===== src/rtl/fm_dsp_pkg.sv =====
// fm_dsp_pkg -- shared definitions for the FM DSP filters
// (pre-emphasis IIR, de-emphasis IIR, FIR filters).
//
// Contents:
//   FM_DW        : sample/coefficient width the helper functions are sized for
//   QBITS        : fractional bits of the Q-format coefficients
//   iir_state_e  : sequencer states of the single-multiplier IIR filters
//   mul_q()      : signed full-width multiply, arithmetic shift right (floor),
//                  result truncated to FM_DW+2 bits
//   sat_dw()     : clamp an FM_DW+2-bit accumulator to FM_DW bits
package fm_dsp_pkg;

  localparam int FM_DW = 32;
  localparam int QBITS = 10;

  typedef enum logic [2:0] {
    READ  = 3'd0,
    MAC0  = 3'd1,
    MAC1  = 3'd2,
    MAC2  = 3'd3,
    WRITE = 3'd4
  } iir_state_e;

  // Product of two Q-format values. The arithmetic shift floors toward
  // minus infinity; the two guard bits above FM_DW leave room for a
  // three-term sum without wrap.
  function automatic logic signed [FM_DW+1:0] mul_q(
    input logic signed [FM_DW-1:0] a,
    input logic signed [FM_DW-1:0] b,
    input int                      shift
  );
    logic signed [2*FM_DW-1:0] p;
    p = (2*FM_DW)'(a) * (2*FM_DW)'(b);
    p = p >>> shift;
    return p[FM_DW+1:0];
  endfunction

  // Clamp to [most negative, most positive] FM_DW-bit value. The value fits
  // when the top three bits (two guard bits plus sign) all agree.
  function automatic logic signed [FM_DW-1:0] sat_dw(
    input logic signed [FM_DW+1:0] v
  );
    logic [2:0] top;
    top = v[FM_DW+1:FM_DW-1];
    if ((&top) || !(|top)) return v[FM_DW-1:0];
    else if (v[FM_DW+1])   return {1'b1, {(FM_DW-1){1'b0}}};
    else                   return {1'b0, {(FM_DW-1){1'b1}}};
  endfunction

endpackage


===== src/rtl/preemph_iir.sv =====
// preemph_iir -- first-order pre-emphasis IIR for the FM transmit path.
//   y[n] = B0*x[n] + B1*x[n-1] + A1*y[n-1]   (Q-format coefficients)
// One sample at a time: pop upstream FWFT FIFO, three MAC steps on a single
// shared multiplier, push the saturated result downstream.
//
// Ports:
//   clock      : rising-edge clock
//   reset      : asynchronous, active-high
//   in_dout    : upstream FIFO head, valid when in_empty = 0
//   in_empty   : upstream FIFO empty
//   in_rd_en   : pop upstream FIFO this cycle
//   out_din    : result to downstream FIFO (0 outside WRITE)
//   out_wr_en  : push downstream FIFO this cycle
//   out_full   : downstream FIFO full
//
// The package helpers are sized for FM_DW; DATA_WIDTH must stay equal to it.
module preemph_iir
  import fm_dsp_pkg::*;
#(
  parameter int                    DATA_WIDTH = FM_DW,
  parameter int                    QBITS      = fm_dsp_pkg::QBITS,
  parameter logic [DATA_WIDTH-1:0] B0         = 32'h0000_0400,
  parameter logic [DATA_WIDTH-1:0] B1         = 32'hFFFF_FD9A,
  parameter logic [DATA_WIDTH-1:0] A1         = 32'hFFFF_FF33
) (
  input  logic                  clock,
  input  logic                  reset,
  input  logic [DATA_WIDTH-1:0] in_dout,
  input  logic                  in_empty,
  output logic                  in_rd_en,
  output logic [DATA_WIDTH-1:0] out_din,
  output logic                  out_wr_en,
  input  logic                  out_full
);

  iir_state_e                   state_q, state_d;
  logic signed [DATA_WIDTH+1:0] acc_q, acc_d;
  logic signed [DATA_WIDTH-1:0] x_q, x_d;
  logic signed [DATA_WIDTH-1:0] x1_q, x1_d;
  logic signed [DATA_WIDTH-1:0] y1_q, y1_d;

  logic signed [DATA_WIDTH-1:0] mul_a, mul_b;
  logic signed [DATA_WIDTH+1:0] prod;
  logic signed [DATA_WIDTH-1:0] y_sat;

  // NOTE: every signal written here gets a default first, so no path through
  // the case statement can leave one unassigned and infer a latch.
  always_comb begin
    state_d   = state_q;
    acc_d     = acc_q;
    x_d       = x_q;
    x1_d      = x1_q;
    y1_d      = y1_q;
    in_rd_en  = 1'b0;
    out_wr_en = 1'b0;
    out_din   = '0;
    mul_a     = '0;
    mul_b     = '0;

    // Operand mux in front of the one shared multiplier.
    unique case (state_q)
      MAC0:    begin mul_a = B0; mul_b = x_q;  end
      MAC1:    begin mul_a = B1; mul_b = x1_q; end
      MAC2:    begin mul_a = A1; mul_b = y1_q; end
      default: ;
    endcase

    prod  = mul_q(mul_a, mul_b, QBITS);
    y_sat = sat_dw(acc_q);

    unique case (state_q)
      READ: begin
        // Gated by reset so the FIFO is never popped while held in reset.
        if (!in_empty && !reset) begin
          in_rd_en = 1'b1;
          x_d      = in_dout;
          acc_d    = '0;
          state_d  = MAC0;
        end
      end
      MAC0: begin
        acc_d   = acc_q + prod;
        state_d = MAC1;
      end
      MAC1: begin
        acc_d   = acc_q + prod;
        state_d = MAC2;
      end
      MAC2: begin
        acc_d   = acc_q + prod;
        state_d = WRITE;
      end
      WRITE: begin
        out_din = y_sat;
        // History moves only on the push, so backpressure leaves it intact.
        if (!out_full) begin
          out_wr_en = 1'b1;
          x1_d      = x_q;
          y1_d      = y_sat;
          state_d   = READ;
        end
      end
      default: state_d = READ;
    endcase
  end

  // NOTE: sequential state uses non-blocking assignments so every flop samples
  // the pre-edge values computed above, independent of statement order.
  always_ff @(posedge clock or posedge reset) begin
    if (reset) begin
      state_q <= READ;
      acc_q   <= '0;
      x_q     <= '0;
      x1_q    <= '0;
      y1_q    <= '0;
    end else begin
      state_q <= state_d;
      acc_q   <= acc_d;
      x_q     <= x_d;
      x1_q    <= x1_d;
      y1_q    <= y1_d;
    end
  end

endmodule


===== config.mk =====
export PLATFORM = sky130hd
export DESIGN_NAME = preemph_iir
export DESIGN_NICKNAME = d
export VERILOG_FILES = /design/src/rtl/fm_dsp_pkg.sv /design/src/rtl/preemph_iir.sv
export SDC_FILE = /design/constraint.sdc
export NUM_CORES = 1
export LEC_CHECK = 0
export ABC_AREA = 1
export ABC_CLOCK_PERIOD_IN_PS = 21700
export CAP_MARGIN = 20
export CORE_ASPECT_RATIO = 1.75
export CORE_MARGIN = 2
export CORE_UTILIZATION = 40
export CTS_CLUSTER_DIAMETER = 80
export CTS_CLUSTER_SIZE = 8
export DETAILED_ROUTE_END_ITERATION = 7
export PLACE_DENSITY_LB_ADDON = 0.15
export SLEW_MARGIN = 10
export SYNTH_ARGS = -nofsm -noshare
export SYNTH_HDL_FRONTEND = slang
export SYNTH_SLANG_ARGS = --single-unit
export TNS_END_PERCENT = 30

===== constraint.sdc =====
create_clock -name clock -period 21.7 [get_ports clock]
set_clock_uncertainty 0.1 [all_clocks]
set_input_delay 2.17 -clock clock [delete_from_list [all_inputs] [get_ports clock]]
set_output_delay 2.17 -clock clock [all_outputs]
set_load 0.01 [all_outputs]

# Word level (Yosys, flattened, before mapping)
# Index checks and enable logic that the tools add are counted.
# op_classes
add_sub_neg	1
mul	1
eq_ne	6
n_mux	14
bitwise	1
n_reduce_logical	14
# op_table
operator	n
32-bit case mux with 3 select lines	2
32-bit 2-to-1 mux	3
34-bit case mux with 2 select lines	1
32-bit by 32-bit multiplier with 44-bit output	1
34-bit adder	1
34-bit 2-to-1 mux	1
3-bit case mux with 5 select lines	1
2-bit AND reduction	4
3-bit by 2-bit == test with 1-bit output, second input constant	2
3-bit 2-to-1 mux	2
3-bit OR reduction	2
1-bit 2-to-1 mux	4
2-bit != test, second input constant	2
3-bit by 1-bit == test with 1-bit output, second input constant	1
3-bit == test, second input constant	1
1-bit zero test	3
3-bit zero test	1
3-bit AND reduction	1
2-bit nonzero test	1
1-bit logical AND	1
1-bit logical OR	1
1-bit NOT	1
# totals
regBits	133
in_bits	36
wordCells	42

# Longest topological paths before layout
# logic_depth
depth_word	5
ltp_mapped	48

# Worst setup path before layout
# No wires, ideal clock.
# synth_path
kind	register to register
from	register state_q[2]
to	register acc_q[28]
arrival_ns	8.987
path_slack_ns	12.486
stages_incl_launch_ff	36
path_buffers	2
period_less_slack_ns	9.214
cell_sequence	dfrtp_1 > buf_6 > nor3_2 > clkbuf_1 > nand2_1 > nand2_1 > inv_1 > fa_1 > fa_1 > fa_1 > inv_1 > fa_1 > inv_1 > fa_1 > inv_1 > fa_1 > fa_1 > fa_1 > ha_1 > nand2_1 > nor2_1 > inv_1 > nor4_1 > nand3_1 > o2111ai_1 > xnor2_1 > inv_1 > ha_1 > inv_1 > o21ai_0 > a31oi_1 > inv_1 > a211oi_1 > nand3_1 > nand2_1 > o21ai_0
# synth_via
elab_chain_len	5
word_cells_on_any_way	13
# synth_rtl
element	line	source
start, declared	preemph_iir.sv:36	iir_state_e state_q, state_d;
start signal, assigned	preemph_iir.sv:117	state_q <= state_d;
3-bit by 2-bit == test with 1-bit output or 3-bit by 1-bit == test with 1-bit output (tied branches)	preemph_iir.sv:61, preemph_iir.sv:71	
32-bit case mux with 3 select lines	preemph_iir.sv:61	unique case (state_q)
32-bit by 32-bit multiplier with 44-bit output	fm_dsp_pkg.sv:33	p = (2*FM_DW)'(a) * (2*FM_DW)'(b);
34-bit adder	preemph_iir.sv:82, preemph_iir.sv:86, preemph_iir.sv:90	
34-bit case mux with 2 select lines	preemph_iir.sv:71	unique case (state_q)
end signal, assigned	preemph_iir.sv:112	acc_q <= '0;
end signal, assigned	preemph_iir.sv:118	acc_q <= acc_d;
end, declared	preemph_iir.sv:37	logic signed [DATA_WIDTH+1:0] acc_q, acc_d;
# Several ways; a longest one is shown, not always the timed one.
# A chain may end at the register's enable or synchronous reset.

# Worst setup path in the final report
# layout_path
from	register state_q[1]
to	register acc_q[29]
# The elaborated chain is that of the path after synthesis.

==> metrics <==
outcome complete, no violations; antenna-violating nets left 0; synth unique cells 51; crit path from state_q[1]; number of setup buffers added after CTS 0; initial antenna violation count 2; final setup vio count 0; Die Area 59020 um^2; first-pass GRT wire length 118.0 mm; Layout Cells excl Fill 3549; Synth Area in Simple Gates 0.1340; CP Capture Type register; CP Buf/Inv Count 7; Yosys reg bits 133; GRT Util Overall 0.2733; Max Freq 82.29 MHz; critical path arrival 12490 ps; htree depth 4; Via Count 17950; complex-gate fraction of the synthesized area 0.09775; pin count of the biggest net entering global routing 95; post_cts resized 0; Worst-Margin Slew 994.1 ps; EDFF count, synth 0; number of cell rows 115; clk slew on worst S/H paths 80 ps; HP Class reg -> reg; Reg2Reg Depth 34; layout cell share with drive strength beyond 1 0.03264; top-count cell post-synth inv_1; gr ovfl total 0; Syn Area/Cell 8.395 um^2; DR WL/cell 21.32 um; Post-Synthesis Cells 2717; gpl congestion 0.9649; final WL 75.67 mm; vias in the first global route 20170; crit-path max FO 25; Starting Density 0.4054; YS warnings 0; io pins 70; area share of the largest cell type after synthesis 0.3642; # hold bufs at CTS 0; DIE HEIGHT 319.9 um; Final Util 0.4446; CTS Buf Count 17; CP delay by family, top adder cells; CP max stage cell fa_1; Adder-Cell Fraction of Synth Area 0.4855; Synth Area in XOR/XNOR 0.01267; post-synthesis mux area share 0; # clock sinks 133; largest stage delay on the critical path 880 ps; net count after synthesis 3389; async set-reset flop share out of synthesis 1.000; max-cap viol count 0; crit path launch type register; Initial DRC Count 818; sequential share of the synthesized area 0.1459; clk buf depth 2; Clock Latency Late Sink 500 ps; pins over their slew limit 0; dpl cells 3515; reg-to-reg setup timing slack 9550 ps; Layout Nets 3447; drt drc 0; reg-to-reg startpoint state_q[1]; total negative slack 0 ps; area leader, netlist fa_1; filler instances 5726; final hold violation count 0; reg-to-reg critical path endpoint acc_q[29]; commonest cells in the netlist inv_1, nand2_1, fa_1; Final Critical Period 12150 ps; Worst path most repeated cell fa_1; number of detailed-route iterations in the first pass 5; area delta synth->final 9.654%; core box area 56260 um^2; Area contributors post-synth fa_1, dfrtp_1, ha_1; CTS tree built; Die W 184.5 um; Clock Tree Root clkbuf_16; Avg Vias per Cell 5.058; Post-DP HPWL 66.16 mm; Critical Path Sink acc_q[29]; CP Class reg -> reg; RSZ-0062 raised after global routing false; mapped cell area 22810 um^2; PortBufs 69; Period Utilization, post-route 0.5600; Primary FF master, synth dfrtp_1; largest family of logic cells by synthesized area adder cells; required time worst endpoint 22040 ps; normalized max-slew margin 0.3303; Crit path depth 34
layout make-up:
cell class | count | area [um^2] | share of cell area
diodes | 1 | 2.502 | 0.0001000
flip-flops and latches | 133 | 3328 | 0.1331
multi-input cells | 1834 | 16650 | 0.6659
clock inverters | 15 | 181.4 | 0.007254
inverters | 706 | 2655 | 0.1062
clock buffers | 17 | 425.4 | 0.01701
well taps | 760 | 950.9 | 0.03802
repair buffers | 83 | 813.3 | 0.03252
layer usage:
metal / track usage / share of wire / vias up / wire length (um)
li1: - / - / 8375 / -
met1: 0.3176 / 0.39 / 8996 / 29300
met2: 0.4987 / 0.53 / 421 / 40440
met3: 0.02391 / 0.029 / 156 / 2179
met4: 0.1335 / 0.049 / 2 / 3735
met5: 0 / 0.00011 / - / 8
kinds of logic after synthesis:
family                     Yosys count
buffers and inverters              750
DFF                                133
xor gates and xnor gates            33
other                                1
AOI/OAI and AO/OA                  402
adders and majority gates          636
and+or+nand+nor                    762
tightest hold or removal path, cell delays in order, from the launching register on:
cell and delay (ps):
dfrtp_1 350, nand2_1 60, nand2_1 40
layout by cell type (no fill, tap or decap), drive strengths merged, types with 2 or more instances in the layout:
| cell type | synthesis | final |
|---|---|---|
| clkinv | 0 | 3 |
| o221ai | 2 | 2 |
| dfrtp | 133 | 133 |
| xor2 | 22 | 22 |
| a21boi | 2 | 2 |
| fa | 415 | 415 |
| o21bai | 10 | 10 |
| o21a | 8 | 8 |
| nor2 | 168 | 168 |
| nor3 | 18 | 18 |
| clkbuf | 37 | 17 |
| o21ai | 179 | 179 |
| nand3 | 60 | 60 |
| o211ai | 8 | 8 |
| bufinv | 0 | 2 |
| ha | 221 | 221 |
| nand4 | 9 | 9 |
| o22ai | 7 | 7 |
| nor4 | 4 | 4 |
| a21o | 8 | 8 |
| xnor2 | 11 | 11 |
| nand2 | 496 | 496 |
| clkdlybuf4s50 | 0 | 69 |
| a211oi | 9 | 9 |
| or2 | 2 | 2 |
| a31oi | 6 | 6 |
| buf | 7 | 14 |
| o211a | 2 | 2 |
| a21oi | 153 | 153 |
| nand3b | 3 | 3 |
| a221oi | 3 | 3 |
| inv | 706 | 715 |
flip-flops by register name (all words and copies together), names as in the netlist:
name     flops
x_q         32
y1_q        32
state_q      3
acc_q       34
x1_q        32
stage by stage:
step	worst slack [ps]	area, um^2	hold WS [ps]
after floorplan	12490	22810	342.2
after global routing	9115	25010	397.4
after CTS	9528	25000	383.0
final	9548	25010	384.3
after detailed placement	9608	24400	363.0
after global placement	9746	24370	357.1
how the worst min path moves through the flow:
stage,startpoint,end,depth (start not counted),slack (ps)
after floorplan,x1_q[13],x1_q[13],2,340
after global placement,x1_q[14],x1_q[14],2,360
after detailed placement,x1_q[20],x1_q[20],2,360
after CTS,x1_q[8],x1_q[8],2,380
after global routing,x1_q[20],x1_q[20],2,400
final,x1_q[20],x1_q[20],2,380
Power is not shown: default switching activity piles up to over one toggle a cycle in this logic, so the estimate is an artifact.
